==> config.mk <==
export PLATFORM = sky130hd
export DESIGN_NAME = jtframe_sram_arb_flat
export DESIGN_NICKNAME = d
export VERILOG_FILES = /design/src/rtl/jtframe_sram_arb_if.sv /design/src/rtl/jtframe_sram_arb.sv /design/src/flat_wrapper.sv
export SDC_FILE = /design/constraint.sdc
export NUM_CORES = 1
export LEC_CHECK = 0
export ABC_AREA = 1
export CORE_AREA = 2 2 106 108
export DETAILED_ROUTE_END_ITERATION = 7
export DIE_AREA = 0 0 108 110
export PLACE_DENSITY = 0.8
export REMOVE_ABC_BUFFERS = 1
export SLEW_MARGIN = 20
export SYNTH_ARGS = -nofsm -noshare
export SYNTH_HDL_FRONTEND = slang
export SYNTH_SLANG_ARGS = --single-unit
==> constraint.sdc <==
create_clock -name clk -period 3.9 [get_ports clk]
set_input_delay 0.975 -clock clk [delete_from_list [all_inputs] [get_ports clk]]
set_output_delay 0.975 -clock clk [all_outputs]
set_load 0.02 [all_outputs]
==> src/rtl/jtframe_sram_arb_if.sv <==
`default_nettype none
// ============================================================================
// Module      : jtframe_sram_arb_if
// Description : Two requester ports plus the external async SRAM pin group
//               shared by the SRAM arbiter and its surroundings.
// Revision    : 1.0  initial release
// ============================================================================
interface jtframe_sram_arb_if #(
  parameter int AW = 21
);
  // port 0 (high priority, video read-out)
  logic          p0_cs;
  logic [AW-1:0] p0_addr;
  logic          p0_we;
  logic [15:0]   p0_din;
  logic [1:0]    p0_dsn;
  logic [15:0]   p0_dout;
  logic          p0_ok;
  // port 1 (low priority, general access)
  logic          p1_cs;
  logic [AW-1:0] p1_addr;
  logic          p1_we;
  logic [15:0]   p1_din;
  logic [1:0]    p1_dsn;
  logic [15:0]   p1_dout;
  logic          p1_ok;
  // SRAM pin side
  logic [AW-1:0] sram_addr;
  logic [15:0]   sram_dout;
  logic [15:0]   sram_din;
  logic          sram_doe;
  logic          sram_we_n;
  logic          sram_oe_n;
  logic          sram_ub_n;
  logic          sram_lb_n;
  logic          busy;

  modport slave (
    input  p0_cs, p0_addr, p0_we, p0_din, p0_dsn,
    input  p1_cs, p1_addr, p1_we, p1_din, p1_dsn,
    input  sram_din,
    output p0_dout, p0_ok, p1_dout, p1_ok,
    output sram_addr, sram_dout, sram_doe, sram_we_n, sram_oe_n,
    output sram_ub_n, sram_lb_n, busy
  );

  modport master (
    output p0_cs, p0_addr, p0_we, p0_din, p0_dsn,
    output p1_cs, p1_addr, p1_we, p1_din, p1_dsn,
    output sram_din,
    input  p0_dout, p0_ok, p1_dout, p1_ok,
    input  sram_addr, sram_dout, sram_doe, sram_we_n, sram_oe_n,
    input  sram_ub_n, sram_lb_n, busy
  );
endinterface
`default_nettype wire

==> src/rtl/jtframe_sram_arb.sv <==
`default_nettype none
// ============================================================================
// Module      : jtframe_sram_arb
// Description : Two-port arbiter for a 16-bit asynchronous SRAM. Port 0 has
//               priority, port 1 is protected from starvation by a bounded
//               grant counter. Strobes are sequenced SETUP/ACCESS/HOLD with
//               WAIT strobe-active cycles; every output is registered.
// Revision    : 1.0  initial release
// ============================================================================
module jtframe_sram_arb #(
  parameter int AW     = 21,
  parameter int WAIT   = 2,
  parameter int STARVE = 8
) (
  input  logic              clk,
  input  logic              rst,
  jtframe_sram_arb_if.slave bus
);

  localparam logic [1:0] ST_IDLE   = 2'd0;
  localparam logic [1:0] ST_SETUP  = 2'd1;
  localparam logic [1:0] ST_ACCESS = 2'd2;
  localparam logic [1:0] ST_HOLD   = 2'd3;

  localparam logic [3:0] WAIT_LAST  = 4'(WAIT - 1);
  localparam logic [7:0] STARVE_MAX = 8'(STARVE);

  logic [1:0]    state_q, state_d;
  logic [3:0]    wcnt_q, wcnt_d;
  logic [7:0]    starve_q, starve_d;
  logic          grant_q, grant_d;
  logic          we_q, we_d;
  logic [AW-1:0] addr_q, addr_d;
  logic [15:0]   din_q, din_d;
  logic [1:0]    dsn_q, dsn_d;

  logic [AW-1:0] sram_addr_q, sram_addr_d;
  logic [15:0]   sram_dout_q, sram_dout_d;
  logic          sram_doe_q, sram_doe_d;
  logic          sram_we_n_q, sram_we_n_d;
  logic          sram_oe_n_q, sram_oe_n_d;
  logic          sram_ub_n_q, sram_ub_n_d;
  logic          sram_lb_n_q, sram_lb_n_d;
  logic [15:0]   p0_dout_q, p0_dout_d;
  logic [15:0]   p1_dout_q, p1_dout_d;
  logic          p0_ok_q, p0_ok_d;
  logic          p1_ok_q, p1_ok_d;
  logic          busy_q, busy_d;

  // State register plus the request latched at grant time
  always_ff @(posedge clk) begin
    if (rst) begin
      state_q  <= ST_IDLE;
      wcnt_q   <= 4'd0;
      starve_q <= 8'd0;
      grant_q  <= 1'b0;
      we_q     <= 1'b0;
      addr_q   <= '0;
      din_q    <= 16'd0;
      dsn_q    <= 2'b11;
    end else begin
      state_q  <= state_d;
      wcnt_q   <= wcnt_d;
      starve_q <= starve_d;
      grant_q  <= grant_d;
      we_q     <= we_d;
      addr_q   <= addr_d;
      din_q    <= din_d;
      dsn_q    <= dsn_d;
    end
  end

  // Next state: arbitration in IDLE, wait-state counting in ACCESS
  always_comb begin
    state_d  = state_q;
    wcnt_d   = wcnt_q;
    starve_d = starve_q;
    grant_d  = grant_q;
    we_d     = we_q;
    addr_d   = addr_q;
    din_d    = din_q;
    dsn_d    = dsn_q;
    case (state_q)
      ST_IDLE: begin
        if (!bus.p1_cs) starve_d = 8'd0;
        if (bus.p0_cs || bus.p1_cs) begin
          state_d = ST_SETUP;
          if (bus.p0_cs && bus.p1_cs) begin
            // port 1 wins once port 0 has had STARVE grants in a row
            if (starve_q < STARVE_MAX) begin
              grant_d  = 1'b0;
              starve_d = starve_q + 8'd1;
            end else begin
              grant_d  = 1'b1;
              starve_d = 8'd0;
            end
          end else begin
            grant_d = bus.p1_cs;
            if (bus.p1_cs) starve_d = 8'd0;
          end
          if (grant_d) begin
            we_d   = bus.p1_we;
            addr_d = bus.p1_addr;
            din_d  = bus.p1_din;
            dsn_d  = bus.p1_dsn;
          end else begin
            we_d   = bus.p0_we;
            addr_d = bus.p0_addr;
            din_d  = bus.p0_din;
            dsn_d  = bus.p0_dsn;
          end
        end
      end
      ST_SETUP: begin
        state_d = ST_ACCESS;
        wcnt_d  = WAIT_LAST;
      end
      ST_ACCESS: begin
        if (wcnt_q == 4'd0) state_d = ST_HOLD;
        else                wcnt_d  = wcnt_q - 4'd1;
      end
      default: state_d = ST_IDLE;
    endcase
  end

  // Output decode from the upcoming state so every pin leaves a flop
  always_comb begin
    sram_addr_d = '0;
    sram_dout_d = 16'd0;
    sram_doe_d  = 1'b0;
    sram_we_n_d = 1'b1;
    sram_oe_n_d = 1'b1;
    sram_ub_n_d = 1'b1;
    sram_lb_n_d = 1'b1;
    p0_ok_d     = 1'b0;
    p1_ok_d     = 1'b0;
    p0_dout_d   = p0_dout_q;
    p1_dout_d   = p1_dout_q;
    busy_d      = (state_d != ST_IDLE);
    if (state_d != ST_IDLE) begin
      sram_addr_d = addr_d;
      if (we_d) begin
        // write data stays on the bus through HOLD for hold time
        sram_doe_d  = 1'b1;
        sram_dout_d = din_d;
        sram_ub_n_d = dsn_d[1];
        sram_lb_n_d = dsn_d[0];
        sram_we_n_d = (state_d != ST_ACCESS);
      end else begin
        sram_oe_n_d = (state_d == ST_HOLD);
        sram_ub_n_d = (state_d == ST_HOLD);
        sram_lb_n_d = (state_d == ST_HOLD);
      end
    end
    if (state_q == ST_ACCESS && state_d == ST_HOLD) begin
      p0_ok_d = !grant_q;
      p1_ok_d = grant_q;
      if (!we_q) begin
        if (grant_q) p1_dout_d = bus.sram_din;
        else         p0_dout_d = bus.sram_din;
      end
    end
  end

  // Output registers
  always_ff @(posedge clk) begin
    if (rst) begin
      sram_addr_q <= '0;
      sram_dout_q <= 16'd0;
      sram_doe_q  <= 1'b0;
      sram_we_n_q <= 1'b1;
      sram_oe_n_q <= 1'b1;
      sram_ub_n_q <= 1'b1;
      sram_lb_n_q <= 1'b1;
      p0_dout_q   <= 16'd0;
      p1_dout_q   <= 16'd0;
      p0_ok_q     <= 1'b0;
      p1_ok_q     <= 1'b0;
      busy_q      <= 1'b0;
    end else begin
      sram_addr_q <= sram_addr_d;
      sram_dout_q <= sram_dout_d;
      sram_doe_q  <= sram_doe_d;
      sram_we_n_q <= sram_we_n_d;
      sram_oe_n_q <= sram_oe_n_d;
      sram_ub_n_q <= sram_ub_n_d;
      sram_lb_n_q <= sram_lb_n_d;
      p0_dout_q   <= p0_dout_d;
      p1_dout_q   <= p1_dout_d;
      p0_ok_q     <= p0_ok_d;
      p1_ok_q     <= p1_ok_d;
      busy_q      <= busy_d;
    end
  end

  assign bus.sram_addr = sram_addr_q;
  assign bus.sram_dout = sram_dout_q;
  assign bus.sram_doe  = sram_doe_q;
  assign bus.sram_we_n = sram_we_n_q;
  assign bus.sram_oe_n = sram_oe_n_q;
  assign bus.sram_ub_n = sram_ub_n_q;
  assign bus.sram_lb_n = sram_lb_n_q;
  assign bus.p0_dout   = p0_dout_q;
  assign bus.p1_dout   = p1_dout_q;
  assign bus.p0_ok     = p0_ok_q;
  assign bus.p1_ok     = p1_ok_q;
  assign bus.busy      = busy_q;

endmodule
`default_nettype wire

==> src/flat_wrapper.sv <==
// flat-port wrapper written by rule: the top's interface ports become plain ports
module jtframe_sram_arb_flat 
#(
  parameter int AW     = 21,
  parameter int WAIT   = 2,
  parameter int STARVE = 8
)
  (clk, rst, bus_p0_cs, bus_p0_addr, bus_p0_we, bus_p0_din, bus_p0_dsn, bus_p1_cs, bus_p1_addr, bus_p1_we, bus_p1_din, bus_p1_dsn, bus_sram_din, bus_p0_dout, bus_p0_ok, bus_p1_dout, bus_p1_ok, bus_sram_addr, bus_sram_dout, bus_sram_doe, bus_sram_we_n, bus_sram_oe_n, bus_sram_ub_n, bus_sram_lb_n, bus_busy);
  jtframe_sram_arb_if #(.AW(AW)) bus_i ();
  input  logic clk;
  input  logic rst;
  input wire logic [$bits(bus_i.p0_cs)-1:0] bus_p0_cs;
  input wire logic [$bits(bus_i.p0_addr)-1:0] bus_p0_addr;
  input wire logic [$bits(bus_i.p0_we)-1:0] bus_p0_we;
  input wire logic [$bits(bus_i.p0_din)-1:0] bus_p0_din;
  input wire logic [$bits(bus_i.p0_dsn)-1:0] bus_p0_dsn;
  input wire logic [$bits(bus_i.p1_cs)-1:0] bus_p1_cs;
  input wire logic [$bits(bus_i.p1_addr)-1:0] bus_p1_addr;
  input wire logic [$bits(bus_i.p1_we)-1:0] bus_p1_we;
  input wire logic [$bits(bus_i.p1_din)-1:0] bus_p1_din;
  input wire logic [$bits(bus_i.p1_dsn)-1:0] bus_p1_dsn;
  input wire logic [$bits(bus_i.sram_din)-1:0] bus_sram_din;
  output wire logic [$bits(bus_i.p0_dout)-1:0] bus_p0_dout;
  output wire logic [$bits(bus_i.p0_ok)-1:0] bus_p0_ok;
  output wire logic [$bits(bus_i.p1_dout)-1:0] bus_p1_dout;
  output wire logic [$bits(bus_i.p1_ok)-1:0] bus_p1_ok;
  output wire logic [$bits(bus_i.sram_addr)-1:0] bus_sram_addr;
  output wire logic [$bits(bus_i.sram_dout)-1:0] bus_sram_dout;
  output wire logic [$bits(bus_i.sram_doe)-1:0] bus_sram_doe;
  output wire logic [$bits(bus_i.sram_we_n)-1:0] bus_sram_we_n;
  output wire logic [$bits(bus_i.sram_oe_n)-1:0] bus_sram_oe_n;
  output wire logic [$bits(bus_i.sram_ub_n)-1:0] bus_sram_ub_n;
  output wire logic [$bits(bus_i.sram_lb_n)-1:0] bus_sram_lb_n;
  output wire logic [$bits(bus_i.busy)-1:0] bus_busy;
  assign bus_i.p0_cs = bus_p0_cs;
  assign bus_i.p0_addr = bus_p0_addr;
  assign bus_i.p0_we = bus_p0_we;
  assign bus_i.p0_din = bus_p0_din;
  assign bus_i.p0_dsn = bus_p0_dsn;
  assign bus_i.p1_cs = bus_p1_cs;
  assign bus_i.p1_addr = bus_p1_addr;
  assign bus_i.p1_we = bus_p1_we;
  assign bus_i.p1_din = bus_p1_din;
  assign bus_i.p1_dsn = bus_p1_dsn;
  assign bus_i.sram_din = bus_sram_din;
  assign bus_p0_dout = bus_i.p0_dout;
  assign bus_p0_ok = bus_i.p0_ok;
  assign bus_p1_dout = bus_i.p1_dout;
  assign bus_p1_ok = bus_i.p1_ok;
  assign bus_sram_addr = bus_i.sram_addr;
  assign bus_sram_dout = bus_i.sram_dout;
  assign bus_sram_doe = bus_i.sram_doe;
  assign bus_sram_we_n = bus_i.sram_we_n;
  assign bus_sram_oe_n = bus_i.sram_oe_n;
  assign bus_sram_ub_n = bus_i.sram_ub_n;
  assign bus_sram_lb_n = bus_i.sram_lb_n;
  assign bus_busy = bus_i.busy;
  jtframe_sram_arb #(.AW(AW), .WAIT(WAIT), .STARVE(STARVE)) u_core (.clk(clk), .rst(rst), .bus(bus_i));
endmodule
# Word-level counts from Yosys, hierarchy flattened
# Cells that the tools add are included.
# word_totals
register_bits,132
in_bits,100
output_inout_bits,77
word_cells,78
# op_classes
add_sub_neg,2
magnitude_cmp,1
eq_ne,5
mux,29
bitwise,5
reduce_logical,16
# op_table
operator,count
$mux W21,3
$mux W16,3
$mux W8,5
$mux W1,10
$mux W2,5
$add A8 B1 Y8 const B,1
$lt A8 B4 Y1 const B,1
$pmux W4 S2,1
$pmux W2 S3,1
$reduce_and A3 Y1,2
$reduce_or A3 Y1,2
$not A1 Y1,5
$eq A2 B2 Y1 const B,2
$logic_not A4 Y1,1
$mux W4,1
$ne A2 B2 Y1 const B,2
$reduce_and A2 Y1,2
$reduce_bool A2 Y1,2
$reduce_or A2 Y1,2
$sub A4 B1 Y4 const B,1
$eq A2 B1 Y1 const B,1
$logic_and A1 B1 Y1,2
$logic_not A2 Y1,1
$logic_not A1 Y1,1
$logic_or A1 B1 Y1,1

# Logic depth before layout (Yosys ltp)
# depth
ltp_word,10
mapped_depth,13
mapped_depth_nobuf,12

# Least setup slack after synthesis
# Ideal clock, no wire load.
# synth_path
path_type,input -> register
start,input bus_p1_cs
end,register u_core.sram_dout_q[8] (netlist: u_core.bus.sram_dout[8])
setup_time_ns,0.121
arrival_ns,1.907
required_ns,3.779
slack_ns,1.871
path_stages,11
n_path_buf,1
cell_sequence,inv_1 > nand2_1 > o21ai_1 > nand2_2 > nand2_2 > nor2_4 > nor2_4 > inv_4 > nand2_4 > buf_6 > nor2_1
# synth_via
elab_chain_cells,9
word_cells_on_any_way,17
classes_between,mux (11); bitwise (2); reduce/logical (4)
# synth_rtl
item,line,rtl
"start, declared",flat_wrapper.sv:17,input wire logic [$bits(bus_i.p1_cs)-1:0] bus_p1_cs;
$logic_and A1 B1 Y1,jtframe_sram_arb.sv:88,if (bus.p0_cs && bus.p1_cs) begin
$mux W1,jtframe_sram_arb.sv:88,
$mux W1,jtframe_sram_arb.sv:86,if (bus.p0_cs || bus.p1_cs) begin
$mux W1,jtframe_sram_arb.sv:83,case (state_q)
$mux W1,jtframe_sram_arb.sv:101,if (grant_d) begin
$mux W1,jtframe_sram_arb.sv:86,
$mux W1,jtframe_sram_arb.sv:83,
$not A1 Y1 (no line),--,
$reduce_or A3 Y1 (no line),--,
"end signal, assigned",jtframe_sram_arb.sv:182,sram_dout_q <= sram_dout_d;
"end, declared",jtframe_sram_arb.sv:38,"logic [15:0] sram_dout_q, sram_dout_d;"
# Parallel ways exist; a longest one is shown, timed or not. The select of a mux whose other input is x is not followed.
# A chain may end at the register's enable or synchronous reset.

# Final worst setup path
# Ends and elaborated chain as after synthesis.

==> parameters.txt <==
Parameter                              Value

Critical path
  Standard cell with the maximum stage delay on the critical path ... clkdlybuf4s50_1
  Type of the worst setup path ... input pin to flop
  Buf/Inv on CP ... 2
  Delay of the slowest critical-path stage ... 0.52 ns
  WP data arrival ... 2.97 ns
  Top fanout value on the critical path ... 41
  Crit path required time ... 4.30 ns
  R2r worst-path depth ... 8
  Number of gates on the worst path with buffers counted ... 11
  Most repeated library cell on the critical path ... nand2_1
  Series of cell instances along the critical path ... clkdlybuf4s50_1 -> nand2_1 -> nor3_1 -> nand2_1 -> nand2_2 -> buf_4 -> nand2_1 -> o211ai_1 -> nand2_2 -> nand2_4 -> nor2_1
  Type of origin of the critical path ... input pin
  Worst Setup End Kind ... flop
  Top cell family by delay on the critical path ... simple AND/OR/NAND/NOR gates

Timing
  Worst hold slack across all endpoints ... 0.472 ns
  Slew Limit Headroom ... 52.4%
  Final-report setup violation count ... 0
  Fmax ... 389 MHz
  Slew Limit Fails ... 0
  Final critical path time including I/O delays and setup ... 2.57 ns
  RSZ-0062 raised after global routing ... no
  Measured slew at the worst slew-check pin ... 0.713 ns
  Setup_tns ... 0 ns
  Hold Fails Final Rpt ... 0
  Final period utilization ... 65.9%
  Post-Route Skew ... 0.0153 ns

Clocking
  Clock Tree Buf Depth ... 2
  # H-tree levels ... 4
  Hold buffers post-CTS ... 0
  Post-CTS Resized ... 0
  Cell chosen for the clock root ... clkbuf_8
  Worst-path clk slew ... 0.06 ns
  Total clock sinks ... 132
  Number of buffers created by CTS ... 17
  Clock insertion delay at the later pin of the skew report ... 0.52 ns
  TritonCTS clock tree ... done
  Number of post-CTS setup repair buffers ... 0

Synthesis
  Synthesized area per cell ... 7.66 µm²
  Most numerous cell types in the synthesized netlist ... nand2_1 (139), dfxtp_1 (132), nor2_1 (127)
  Synthesized instance count ... 662
  Sequential fraction of the synthesis area ... 52.1%
  Count leader, synth ... nand2_1
  Top post-synthesis cells by area ... dfxtp_1 (52%), nand2_1 (10%), nor2_1 (9.4%), nand3_1 (7.7%), inv_1 (3.0%)
  Leading area contributor after synthesis ... dfxtp_1
  Distinct cell type count after synthesis ... 31
  Post-synth EDFFs ... 0
  Commonest register cell after synthesis ... dfxtp_1
  Flip-flop and latch count after synthesis ... 132
  Area fraction of the dominant cell type after synthesis ... 52.1%
  Post-synthesis async set-or-reset flop share ... 0%
  Synth warn ... 0
  Netlist Area Pre-Place ... 5070 µm²

Finish
  Proportion of layout cells with a drive suffix above 1 ... 6.60%
  Signed area change from the synthesized netlist to the final layout ... 46.0%
  Post-layout nets ... 928
  Non-filler cells, final ... 974
  Final core occ ... 69.2%

Route
  Post-detailed-route wirelength per cell ... 13.5 µm
  Number of search-and-repair iterations in the first detailed-routing pass ... 5
  Initial DRC Count ... 165
  Detailed-route via count ... 4,792
  Final routed DRC violation total ... 0
  Number of nets still failing antenna checks after routing ... 0
  Wire length after detailed routing ... 13,200 µm
  Ratio of routed vias to standard cells ... 4.92

Flow run
  Maxcap violations ... 0

Floorplan
  Total Die Area ... 11,900 µm²
  Core box area ... 10,700 µm²
  Effective utilization at floorplan ... 47.4%
  Height of the chip ... 110 µm
  Total number of placement rows ... 38
  Number of top-level pins ... 177
  Die outline width ... 108 µm

Hold path
  Worst Hold Path Cells ... 2
  Worst min-delay path class ... flop to flop

Pwr
  Power per Cell Area ... 720 nW/µm²
  Static Leakage ... 0.00307 µW
  Overall power consumption ... 5330 µW
  Largest vdd supply drop ... 0.000462 V

Global routing
  GRT Residual Overflow ... 0
  Initial antenna violation count ... 1
  Overall fraction of global-route tracks in use ... 22.9%
  Global-route wire length before repair ... 21,100 µm
  Vias in the first global route ... 4,593
  Pin count of the biggest net entering global routing ... 49

Place
  Placed wire-length estimate ... 9030 µm
  Gpl congestion ... 0.779
  Count of port buffers added during placement ... 176
  Placed instance count ... 942

Run status
  Status ... complete, no violations
worst min-delay path: cells and delay by family, from the launching register on:
kind	cells	cell delay [ns]
flip-flops	1	0.31
AND/OR/NAND/NOR	1	0.05
buffers and inverters	1	0.07
registers in the layout (all words and copies together), names as in the netlist:
| register | cells |
|---|---|
| u_core.bus.p1_ok | 1 |
| u_core.bus.p0_ok | 1 |
| u_core.bus.p0_dout | 16 |
| u_core.state_q | 2 |
| u_core.bus.sram_ub_n | 1 |
| u_core.addr_q | 21 |
| u_core.bus.sram_dout | 16 |
| u_core.wcnt_q | 4 |
| u_core.grant_q | 1 |
| u_core.we_q | 1 |
| u_core.bus.sram_addr | 21 |
| u_core.bus.sram_lb_n | 1 |
| u_core.starve_q | 8 |
| u_core.din_q | 16 |
| u_core.bus.sram_we_n | 1 |
| u_core.bus.p1_dout | 16 |
| u_core.bus.sram_oe_n | 1 |
| u_core.dsn_q | 2 |
| u_core.bus.busy | 1 |
| u_core.bus.sram_doe | 1 |
routing by layer:
metal | GRT usage, % | up-vias | routed length, µm
li1 | - | 2407 | -
met1 | 27.1 | 2143 | 5490
met2 | 37.5 | 214 | 6120
met3 | 7.94 | 28 | 1210
met4 | 11.0 | 0 | 370
met5 | 0 | - | 0
report_power, final:
group          leakage, µW  switching, µW  total (µW)  internal [µW]
Sequential         0.00108            165        1890           1730
Combinational      0.00173           1170        1920            744
Clock             0.000264            561        1520            958
cell usage in the layout, fill, tap and decap left out, types with 3 or more instances in the layout:
cell	n
a21oi_1	22
buf_4	3
clkbuf_1	4
clkbuf_16	16
clkbuf_8	4
clkdlybuf4s50_1	175
clkinvlp_4	4
dfxtp_1	131
ha_1	7
inv_1	39
inv_2	3
nand2_1	139
nand2_2	4
nand3_1	78
nand4_1	3
nor2_1	127
nor2_2	6
nor2_4	3
nor3_1	5
o21ai_0	29
o21ai_1	11
xor2_1	3
stage by stage:
stage	cell area (µm²)	setup WS, ns
2_1_floorplan	4850	1.23
3_3_place_gp	6830	0.752
3_5_place_dp	6830	0.794
4_1_cts	7400	1.35
5_1_grt	7400	1.15
6_report	7400	1.33
worst paths after layout:
kind	end	from	slack (ns)
max	u_core.bus.sram_dout[8]$_SDFF_PP0_	bus_p1_cs	1.33
min	u_core.starve_q[5]$_SDFFE_PP0N_	u_core.starve_q[5]$_SDFFE_PP0N_	0.47
max reg2reg	u_core.bus.sram_dout[4]$_SDFF_PP0_	u_core.state_q[0]$_SDFF_PP0_	1.67
min reg2reg	u_core.starve_q[5]$_SDFFE_PP0N_	u_core.starve_q[5]$_SDFFE_PP0N_	0.47
kinds of logic (layout without fill, tap and decap cells):
family / after synthesis / after routing / share of synthesized area (%)
flops: 132 / 132 / 52.1
fa+ha+maj: 7 / 7 / 1.73
xor+xnor: 3 / 3 / 0.518
compound gates: 64 / 64 / 6.39
simple gates: 372 / 372 / 31.6
other cells: 0 / 1 / 0
buf+inv: 84 / 255 / 7.60
final cells by class:
class                           count  area (µm²)
Antenna cell                        1        2.50
Timing Repair Buffer              180        1800
Clock inverter                      7        98.8
Inverter                           44         168
Sequential cell                   132        2640
Fill cell                         851        3300
Clock buffer                       24         470
Tap cell                          140         175
Multi-Input combinational cell    446        2040
Power figures use the tool's default switching activity.
